<file path="config.mk">
export PLATFORM = sky130hd
export DESIGN_NAME = alu_op_sequencer_flat
export DESIGN_NICKNAME = d
export VERILOG_FILES = /design/src/rtl/alu_op_sequencer_if.sv /design/src/rtl/alu_op_sequencer.sv /design/src/flat_wrapper.sv
export SDC_FILE = /design/constraint.sdc
export NUM_CORES = 1
export LEC_CHECK = 0
export CORE_MARGIN = 4
export CORE_UTILIZATION = 37
export DETAILED_ROUTE_END_ITERATION = 6
export GPL_ROUTABILITY_DRIVEN = 0
export GPL_TIMING_DRIVEN = 0
export PLACE_DENSITY = 0.7
export SLEW_MARGIN = 20
export SYNTH_ARGS = -nofsm -noshare
export SYNTH_HDL_FRONTEND = slang
export SYNTH_SLANG_ARGS = --single-unit
</file>
<file path="constraint.sdc">
create_clock -name clk -period 3.4 [get_ports clk]
set_input_delay 0.68 -clock clk [delete_from_list [all_inputs] [get_ports clk]]
set_output_delay 0.68 -clock clk [all_outputs]
set_load 0.01 [all_outputs]
</file>
<file path="src/rtl/alu_op_sequencer_if.sv">
// Request / ALU-operand / result-FIFO bundle for alu_op_sequencer.
// The slave modport is the sequencer's view; the master modport is the surrounding logic.
interface alu_op_sequencer_if;
   logic       in_valid;
   logic       in_ready;
   logic [2:0] in_opcode;
   logic [3:0] in_a;
   logic [3:0] in_b;

   logic [2:0] alu_opcode;
   logic [3:0] alu_a;
   logic [3:0] alu_b;
   logic [7:0] alu_result;
   logic       alu_carry;
   logic       alu_overflow;

   logic       out_valid;
   logic       out_ready;
   logic [2:0] out_opcode;
   logic [7:0] out_result;
   logic       out_carry;
   logic       out_overflow;
   logic       out_divz;

   logic       busy;

   modport slave (
      input  in_valid, in_opcode, in_a, in_b,
      input  alu_result, alu_carry, alu_overflow,
      input  out_ready,
      output in_ready,
      output alu_opcode, alu_a, alu_b,
      output out_valid, out_opcode, out_result, out_carry, out_overflow, out_divz,
      output busy
   );

   modport master (
      output in_valid, in_opcode, in_a, in_b,
      output alu_result, alu_carry, alu_overflow,
      output out_ready,
      input  in_ready,
      input  alu_opcode, alu_a, alu_b,
      input  out_valid, out_opcode, out_result, out_carry, out_overflow, out_divz,
      input  busy
   );
endinterface

</file>
<file path="src/rtl/alu_op_sequencer.sv">
// Registers one request at a time onto the 4-bit ALU and queues its results in a small FIFO.
// Optional macro ALU_DIVZERO_TRAP_EN: divide-by-zero requests bypass the ALU and push a divz entry.
//
// state | meaning
// IDLE  | waiting for a request; ready while the result FIFO has room
// EXEC  | operands held on the ALU; counting down latency, push on terminal count
module alu_op_sequencer #(
   parameter int unsigned ALU_LATENCY = 0,
   parameter int unsigned FIFO_DEPTH  = 2
) (
   input logic                clk,
   input logic                rst,
   alu_op_sequencer_if.slave  bus
);

   typedef enum logic {IDLE = 1'b0, EXEC = 1'b1} state_t;

   localparam int unsigned PW = (FIFO_DEPTH > 2) ? 2 : 1;
   localparam int unsigned CW = PW + 1;
   localparam logic [1:0]    LAT_C   = 2'(ALU_LATENCY);
   localparam logic [CW-1:0] DEPTH_C = CW'(FIFO_DEPTH);
   localparam logic [PW-1:0] LAST_C  = PW'(FIFO_DEPTH - 1);
   localparam logic [2:0]    OP_DIV  = 3'b011;

   typedef struct packed {
      logic [2:0] op;
      logic [7:0] res;
      logic       carry;
      logic       ovf;
`ifdef ALU_DIVZERO_TRAP_EN
      logic       divz;
`endif
   } entry_t;

   state_t        state_q, state_d;
   logic [1:0]    cnt_q, cnt_d;
   logic [2:0]    alu_opcode_q, alu_opcode_d;
   logic [3:0]    alu_a_q, alu_a_d;
   logic [3:0]    alu_b_q, alu_b_d;
   logic [PW-1:0] wr_ptr_q, wr_ptr_d;
   logic [PW-1:0] rd_ptr_q, rd_ptr_d;
   logic [CW-1:0] count_q, count_d;
   entry_t        mem_q [FIFO_DEPTH];
   entry_t        mem_d [FIFO_DEPTH];

   logic   in_ready_c;
   logic   accept;
   logic   trap;
   logic   push;
   logic   pop;
   entry_t push_entry;
   entry_t head;
   logic   not_empty;

   function automatic logic [PW-1:0] ptr_next(input logic [PW-1:0] p);
      return (p == LAST_C) ? '0 : p + PW'(1);
   endfunction

   always_comb begin
      in_ready_c = !rst && (state_q == IDLE) && (count_q < DEPTH_C);
      accept     = bus.in_valid && in_ready_c;
      trap       = 1'b0;
`ifdef ALU_DIVZERO_TRAP_EN
      trap       = accept && (bus.in_opcode == OP_DIV) && (bus.in_b == 4'd0);
`endif

      state_d      = state_q;
      cnt_d        = cnt_q;
      alu_opcode_d = alu_opcode_q;
      alu_a_d      = alu_a_q;
      alu_b_d      = alu_b_q;
      push         = 1'b0;

      case (state_q)
         IDLE: begin
            if (trap) begin
               push = 1'b1;
            end else if (accept) begin
               alu_opcode_d = bus.in_opcode;
               alu_a_d      = bus.in_a;
               alu_b_d      = bus.in_b;
               cnt_d        = LAT_C;
               state_d      = EXEC;
            end
         end
         EXEC: begin
            if (cnt_q != 2'd0) begin
               cnt_d = cnt_q - 2'd1;
            end else begin
               push    = 1'b1;
               state_d = IDLE;
            end
         end
         default: state_d = IDLE;
      endcase

      push_entry.op    = alu_opcode_q;
      push_entry.res   = bus.alu_result;
      push_entry.carry = bus.alu_carry;
      push_entry.ovf   = bus.alu_overflow;
`ifdef ALU_DIVZERO_TRAP_EN
      push_entry.divz  = 1'b0;
      if (trap) begin
         push_entry.op    = OP_DIV;
         push_entry.res   = 8'h00;
         push_entry.carry = 1'b0;
         push_entry.ovf   = 1'b0;
         push_entry.divz  = 1'b1;
      end
`endif
   end

   // Result FIFO; admission control guarantees a push never finds it full
   // unless a pop happens on the same edge.
   always_comb begin
      not_empty = (count_q != '0);
      pop       = bus.out_ready && not_empty;
      mem_d     = mem_q;
      wr_ptr_d  = wr_ptr_q;
      rd_ptr_d  = rd_ptr_q;
      count_d   = count_q;

      if (push) begin
         mem_d[wr_ptr_q] = push_entry;
         wr_ptr_d        = ptr_next(wr_ptr_q);
      end
      if (pop) begin
         rd_ptr_d = ptr_next(rd_ptr_q);
      end
      if (push && !pop) begin
         count_d = count_q + CW'(1);
      end else if (pop && !push) begin
         count_d = count_q - CW'(1);
      end

      head = not_empty ? mem_q[rd_ptr_q] : '0;
   end

   always_ff @(posedge clk) begin
      if (rst) begin
         state_q      <= IDLE;
         cnt_q        <= '0;
         alu_opcode_q <= '0;
         alu_a_q      <= '0;
         alu_b_q      <= '0;
         wr_ptr_q     <= '0;
         rd_ptr_q     <= '0;
         count_q      <= '0;
      end else begin
         state_q      <= state_d;
         cnt_q        <= cnt_d;
         alu_opcode_q <= alu_opcode_d;
         alu_a_q      <= alu_a_d;
         alu_b_q      <= alu_b_d;
         wr_ptr_q     <= wr_ptr_d;
         rd_ptr_q     <= rd_ptr_d;
         count_q      <= count_d;
      end
   end

   // Storage needs no reset: the empty FIFO masks every stale entry.
   always_ff @(posedge clk) begin
      mem_q <= mem_d;
   end

   assign bus.in_ready     = in_ready_c;
   assign bus.alu_opcode   = alu_opcode_q;
   assign bus.alu_a        = alu_a_q;
   assign bus.alu_b        = alu_b_q;
   assign bus.out_valid    = not_empty;
   assign bus.out_opcode   = head.op;
   assign bus.out_result   = head.res;
   assign bus.out_carry    = head.carry;
   assign bus.out_overflow = head.ovf;
`ifdef ALU_DIVZERO_TRAP_EN
   assign bus.out_divz     = head.divz;
`else
   assign bus.out_divz     = 1'b0;
`endif
   assign bus.busy         = (state_q != IDLE) || not_empty;

endmodule

</file>
<file path="src/flat_wrapper.sv">
// flat-port wrapper written by rule: the top's interface ports become plain ports
module alu_op_sequencer_flat 
#(
   parameter int unsigned ALU_LATENCY = 0,
   parameter int unsigned FIFO_DEPTH  = 2
)
  (clk, rst, bus_in_valid, bus_in_opcode, bus_in_a, bus_in_b, bus_alu_result, bus_alu_carry, bus_alu_overflow, bus_out_ready, bus_in_ready, bus_alu_opcode, bus_alu_a, bus_alu_b, bus_out_valid, bus_out_opcode, bus_out_result, bus_out_carry, bus_out_overflow, bus_out_divz, bus_busy);
  alu_op_sequencer_if bus_i ();
  input logic clk;
  input logic rst;
  input wire logic [$bits(bus_i.in_valid)-1:0] bus_in_valid;
  input wire logic [$bits(bus_i.in_opcode)-1:0] bus_in_opcode;
  input wire logic [$bits(bus_i.in_a)-1:0] bus_in_a;
  input wire logic [$bits(bus_i.in_b)-1:0] bus_in_b;
  input wire logic [$bits(bus_i.alu_result)-1:0] bus_alu_result;
  input wire logic [$bits(bus_i.alu_carry)-1:0] bus_alu_carry;
  input wire logic [$bits(bus_i.alu_overflow)-1:0] bus_alu_overflow;
  input wire logic [$bits(bus_i.out_ready)-1:0] bus_out_ready;
  output wire logic [$bits(bus_i.in_ready)-1:0] bus_in_ready;
  output wire logic [$bits(bus_i.alu_opcode)-1:0] bus_alu_opcode;
  output wire logic [$bits(bus_i.alu_a)-1:0] bus_alu_a;
  output wire logic [$bits(bus_i.alu_b)-1:0] bus_alu_b;
  output wire logic [$bits(bus_i.out_valid)-1:0] bus_out_valid;
  output wire logic [$bits(bus_i.out_opcode)-1:0] bus_out_opcode;
  output wire logic [$bits(bus_i.out_result)-1:0] bus_out_result;
  output wire logic [$bits(bus_i.out_carry)-1:0] bus_out_carry;
  output wire logic [$bits(bus_i.out_overflow)-1:0] bus_out_overflow;
  output wire logic [$bits(bus_i.out_divz)-1:0] bus_out_divz;
  output wire logic [$bits(bus_i.busy)-1:0] bus_busy;
  assign bus_i.in_valid = bus_in_valid;
  assign bus_i.in_opcode = bus_in_opcode;
  assign bus_i.in_a = bus_in_a;
  assign bus_i.in_b = bus_in_b;
  assign bus_i.alu_result = bus_alu_result;
  assign bus_i.alu_carry = bus_alu_carry;
  assign bus_i.alu_overflow = bus_alu_overflow;
  assign bus_i.out_ready = bus_out_ready;
  assign bus_in_ready = bus_i.in_ready;
  assign bus_alu_opcode = bus_i.alu_opcode;
  assign bus_alu_a = bus_i.alu_a;
  assign bus_alu_b = bus_i.alu_b;
  assign bus_out_valid = bus_i.out_valid;
  assign bus_out_opcode = bus_i.out_opcode;
  assign bus_out_result = bus_i.out_result;
  assign bus_out_carry = bus_i.out_carry;
  assign bus_out_overflow = bus_i.out_overflow;
  assign bus_out_divz = bus_i.out_divz;
  assign bus_busy = bus_i.busy;
  alu_op_sequencer #(.ALU_LATENCY(ALU_LATENCY), .FIFO_DEPTH(FIFO_DEPTH)) u_core (.clk(clk), .rst(rst), .bus(bus_i));
endmodule
</file>
==> summary.txt, run 1 <==
Synthesis
  – Yosys cell types: 24
  – Seq cells post-synth: 44
  – Post-synthesis average cell area: roughly 12 sq um
  – Ys async rst share: 0
  – Count leader, synth: edfxtp_1
  – Synthesis warning total: 0
  – Largest cells by area after synthesis: edfxtp_1 46%, dfxtp_1 21%, mux2i_1 7.6%
  – Dominant cell type by area after synthesis: edfxtp_1
  – Most frequent cells after synthesis: 26 x edfxtp_1, 23 x nand2_1, 18 x dfxtp_1, 18 x nor2_1, 14 x a21oi_1
  – Post-synth EDFFs: 26
  – Share of the synthesized area in the top cell type: 0.456
  – Cell Area, Synth: roughly 1700 sq um
  – Most used DFF post-synth: edfxtp_1
  – Mapped Cells: approximately 150
  – Register area share after synthesis: 0.666
  – Post-Syn Nets: 173

Worst setup path
  – Nature of the critical path endpoint: output pin
  – Crit Path Category: in2out
  – Worst r2r path cells: 7
  – Critical-path maximum fanout: 10
  – Crit path DAT: about 2.1 ns
  – Startpoint types: input pin
  – Required time of the critical path: 2.72 ns

Clock network
  – Clock sink count: 44
  – Setup Buffers After CTS: 0
  – Clock buffer depth: 2
  – CTS resizes: 0
  – Root Driver: clkbuf_8
  – CTS tree: built
  – Number of CTS-inserted buffers: 5
  – H-tree depth: 2
  – Hold_buf cts: 0
  – Latest clock arrival within the worst-skew pair: 0.28 ns
  – Clock transition at the registers of the reported paths: around 0.08 ns

Placed design
  – Hpwl dp: between 2000 and 2500 microns
  – IO buf count: 51
  – DP Area: 2290 sq um

STA
  – Slew HR: 0.541
  – # setup viols final: 0
  – Final min period: 2.80 ns
  – Final hold violation count: 0
  – Max Slew Vio Count: 0
  – Total negative slack: 0 ns
  – Fmax: 357 MHz
  – Clock Skew: 0.00418 ns
  – Worst-margin pin slew: 0.688 ns
  – Hold_ws: between 0.4 and 0.5 ns
  – Unrepaired setup endpoints after global routing: false
  – Period utilization: 0.825

Global routing
  – Largest net degree at the start of global routing: 14
  – First-pass GRT wire length: roughly 5400 microns
  – Vias in the first global route: 1153
  – GRT Util Overall: 0.113
  – Initial antenna violation count: 0
  – Global route total overflow: 0

Floorplan
  – Initial Util: 0.388
  – # IOs: between 50 and 60
  – Die Y: around 76 microns
  – DIE AREA: between 5000 and 6000 sq um
  – Core Footprint: 4410 sq um
  – Die width: 76.0 microns
  – # rows: 24

Layout
  – Cell area after layout: between 2000 and 2500 sq um
  – Antenna diodes: 0
  – Layout cells sized above 1: 0.0780
  – Fillcell total: 405
  – Layout Nets: 231
  – Area delta synth->final: 39.2%

Route
  – ANT nets after route: 0
  – Iter 0 DRT Violations: 57
  – Via count: 1202
  – Vias per cell: 4.68
  – Residual DRC: 0
  – Drt pass-1 iters: 4
  – WL/cell: 12.7 microns
  – WL final: 3250 microns

Worst hold path
  – Hold Path Class: reg2reg
  – Worst hold stages: 2

Status
  – Outcome: complete, no violations

Power and ir drop
  – Worst vdd ir: 306 uV
  – Pleak: 0.000837 uW
  – P per Cell Area: 646 nW/um^2

Flow run
  – Max-cap violations: 0
metal layers:
layer	GRT usage	share of wire
met1	0.141	0.46
met2	0.176	0.44
met3	0.0508	0.087
met4	0.0320	0.010
met5	0	0
path summary, 6_finish.rpt:
kind | startpoint | end | slack (ns)
worst max-delay path | rst | bus_in_ready | 0.60
worst min-delay path | u_core.bus.alu_a[0] | u_core.bus.alu_a[0] | 0.45
worst max register to register | u_core.cnt_q[0] | u_core.count_q[1] | 1.73
worst min register to register | u_core.bus.alu_a[0] | u_core.bus.alu_a[0] | 0.45
final cells by class:
class / count / area [sq um] / area share
flip-flops and latches: 44 / 1140 / 0.479
multi-input cells: 89 / 510 / 0.214
repair buffers: 51 / 510 / 0.214
clock buffers: 6 / 82.6 / 0.0346
well taps: 52 / 65.1 / 0.0273
plain buffers: 9 / 48.8 / 0.0205
inverters: 4 / 15.0 / 0.00630
clock inverters: 2 / 10.0 / 0.00420
critical path, stage by stage:
cell,delay (ns)
clkdlybuf4s50_1,0.49
clkbuf_1,0.37
nor3_1,0.09
clkdlybuf4s50_1,0.49
through the flow:
| step | instances | util | worst slack, ns | power, uW |
|---|---|---|---|---|
| floorplan | 146 | - | 1.59 | 942 |
| global placement | 249 | 0.518 | 0.593 | 1230 |
| detailed placement | 249 | 0.518 | 0.585 | 1240 |
| CTS | 257 | 0.539 | 0.576 | 1560 |
| global route | 257 | 0.540 | 0.518 | 1640 |
| finish | 257 | 0.540 | 0.596 | 1540 |
cells by family after synthesis:
| group | count (synthesis) | synth area share |
|---|---|---|
| other | 1 | 0.00219 |
| DFF | 44 | 0.666 |
| xor gates and xnor gates | 4 | 0.0205 |
| adders and majority gates | 2 | 0.0146 |
| AOI/OAI and AO/OA | 17 | 0.0519 |
| buffers and inverters | 13 | 0.0372 |
| and+or+nand+nor | 52 | 0.131 |
| muxes | 13 | 0.0760 |
power breakdown:
part	switching [uW]	leakage (uW)	internal, uW
Sequential	30.6	0.000384	607
Clock	163	0.0000510	162
Combinational	266	0.000402	311
layout by cell type (no fill, tap or decap):
cell / Yosys / final
nor3_1: 1 / 1
conb_1: 1 / 1
ha_1: 2 / 2
nand2b_1: 2 / 2
dfxtp_1: 18 / 18
and3_1: 1 / 1
buf_4: 1 / 1
buf_6: 1 / 1
nor2_1: 18 / 17
a21oi_1: 14 / 14
clkinv_2: 0 / 2
or4b_1: 1 / 1
nor2_2: 0 / 1
clkdlybuf4s50_1: 0 / 51
edfxtp_1: 26 / 26
clkbuf_8: 0 / 6
nand2_1: 23 / 23
inv_1: 4 / 4
o21ai_0: 2 / 2
a21oi_2: 1 / 1
buf_2: 3 / 3
mux2i_1: 13 / 13
or2_2: 1 / 1
nand3_1: 2 / 2
or3_1: 2 / 2
xor2_1: 4 / 4
nor4b_1: 1 / 1
clkbuf_1: 4 / 4
registers in the layout, indices dropped and copies added (netlist names):
name / count
u_core.bus.alu_a: 4
u_core.bus.alu_b: 4
u_core.bus.alu_opcode: 3
u_core.cnt_q: 2
u_core.count_q: 2
u_core.mem_q: 26
u_core.rd_ptr_q: 1
u_core.state_q: 1
u_core.wr_ptr_q: 1
Power figures use the tool's default switching activity.
==> run 2: changes to the inputs <==
Settings changed: PLACE_DENSITY 0.7 to 0.72.
Clock period 3.4 ns to 2.4 ns, I/O delays scaled along.
==> summary.txt, run 2 (synthesis results as in run 1) <==
Status
  – Outcome: complete, no violations

Floorplan
  – Die width: 76.0 microns
  – Die Y: 76.0 microns
  – # IOs: 53
  – Core Footprint: 4410 sq um
  – DIE AREA: 5780 sq um
  – # rows: 24
  – Initial Util: 0.388

Layout
  – Most common cell after layout, fill and taps aside: clkdlybuf4s50_1
  – Reg with most FFs: u_core.mem_q
  – Fillcell total: 413
  – Multi-input gate area: 513 sq um
  – Antenna diodes: 0
  – Layout Nets: 230
  – Area delta synth->final: 40.2%
  – Max reg flops: 26
  – Layout cells sized above 1: 0.0882
  – Most frequent cells in the layout: 51 x clkdlybuf4s50_1, 26 x edfxtp_1, 23 x nand2_1
  – Cell area after layout: 2400 sq um
  – Final Util: 0.544
  – Register area: 1140 sq um

Worst setup path
  – Required time of the critical path: 1.92 ns
  – Buf+Inv Stages, Crit Path: 3
  – CP top delay family: buffers and inverters
  – Crit Path Category: in2out
  – Slowest stage delay, CP: approximately 0.56 ns
  – Startpoint types: input pin
  – Critical-path top delay cell: clkdlybuf4s50_1
  – Cell repeated most along the worst path: clkdlybuf4s50_1
  – Nature of the critical path endpoint: output pin
  – Cells along the critical path: clkdlybuf4s50_1 -> buf_2 -> nor3_1 -> clkdlybuf4s50_1
  – Critical-path maximum fanout: 10
  – Crit path DAT: 1.83 ns

STA
  – Period utilization: 0.961
  – # setup viols final: 0
  – Unrepaired setup endpoints after global routing: false
  – Hold_ws: 0.457 ns
  – Total negative slack: 0 ns
  – Fmax: 434 MHz
  – Slew HR: 0.546
  – Final min period: 2.31 ns
  – Final hold violation count: 0
  – Max Slew Vio Count: 0
  – Worst-margin pin slew: 0.680 ns
  – Worst setup margin: 0.0933 ns
  – Clock Skew: around 0.0033 ns

Clock network
  – Hold_buf cts: 0
  – Clock transition at the registers of the reported paths: 0.08 ns
  – Root Driver: clkbuf_8
  – Number of CTS-inserted buffers: 5
  – H-tree depth: 2
  – Clock buffer depth: 2
  – CTS tree: built
  – Clock sink count: 44
  – Latest clock arrival within the worst-skew pair: 0.29 ns

Route
  – Iter 0 DRT Violations: 56
  – Via count: 1188
  – Residual DRC: 0
  – WL final: 3230 microns
  – Drt pass-1 iters: 4
  – WL/cell: 12.6 microns
  – Vias per cell: 4.64
  – ANT nets after route: 0

Power and ir drop
  – P per Cell Area: 944 nW/um^2
  – Worst vdd ir: 340 uV
  – Pleak: 0.000847 uW

Placed design
  – Worst Setup Slack post-DPL: -0.0593 ns
  – IO buf count: 51
  – Hpwl dp: about 2400 microns
  – DP Area: 2290 sq um

Worst hold path
  – Hold Path Class: reg2reg

Global routing
  – First-pass GRT wire length: 5230 microns
  – GRT Util Overall: 0.112
  – Initial antenna violation count: 0
  – Largest net degree at the start of global routing: 14
  – Global route total overflow: 0
  – Vias in the first global route: 1125

Flow run
  – Max-cap violations: 0
run 2: metal layers:
| layer | up-vias | GRT usage | wire (microns) |
|---|---|---|---|
| met4 | 0 | 0.0480 | 54 |
| met5 | - | 0 | 0 |
| met3 | 7 | 0.0307 | 187 |
| met2 | 40 | 0.186 | 1510 |
| met1 | 530 | 0.137 | 1480 |
| li1 | 611 | - | - |
run 2: path summary, 6_finish.rpt:
check                                         start  slack [ns]  depth (start not counted)                   to
worst max-delay path                            rst        0.09                          4         bus_in_ready
worst max register to register      u_core.cnt_q[0]        0.76                          7    u_core.count_q[1]
worst min-delay path            u_core.bus.alu_b[2]        0.46                          2  u_core.bus.alu_b[2]
worst min register to register  u_core.bus.alu_b[2]        0.46                          2  u_core.bus.alu_b[2]
run 2: worst reg2reg max path, delay by kind of cell, from the launching register on:
family	cells	cell delay (ns)
AO/OA/AOI/OAI	1	0.13
flip-flops	1	0.33
buffers and inverters	2	0.11
AND/OR/NAND/NOR	2	0.49
adder cells (fa/ha/maj)	2	0.51
run 2: through the flow:
stage,instances,power (uW)
6_report,256,2270
3_5_place_dp,249,1750
3_3_place_gp,249,1740
5_1_grt,256,2390
2_1_floorplan,146,1340
4_1_cts,256,2290
run 2: repair_timing:
item,in CTS,in global routing
resized for setup,3,2
buffers inserted,0,0
setup endpoints to repair,12,11
run 2: layout make-up:
type	count	area share
Sequential cell	44	0.475
Multi-Input combinational cell	89	0.214
Timing Repair Buffer	51	0.213
Clock buffer	6	0.0302
Tap cell	52	0.0271
Buffer	8	0.0208
Clock inverter	2	0.0146
Inverter	4	0.00625
run 2: power by group:
group          total [uW]  switching [uW]  internal (uW)  leakage (uW)
Sequential            921            60.4            860      0.000384
Clock                 546             237            309     0.0000552
Combinational         802             355            447      0.000407
Total                2270             652           1620      0.000847
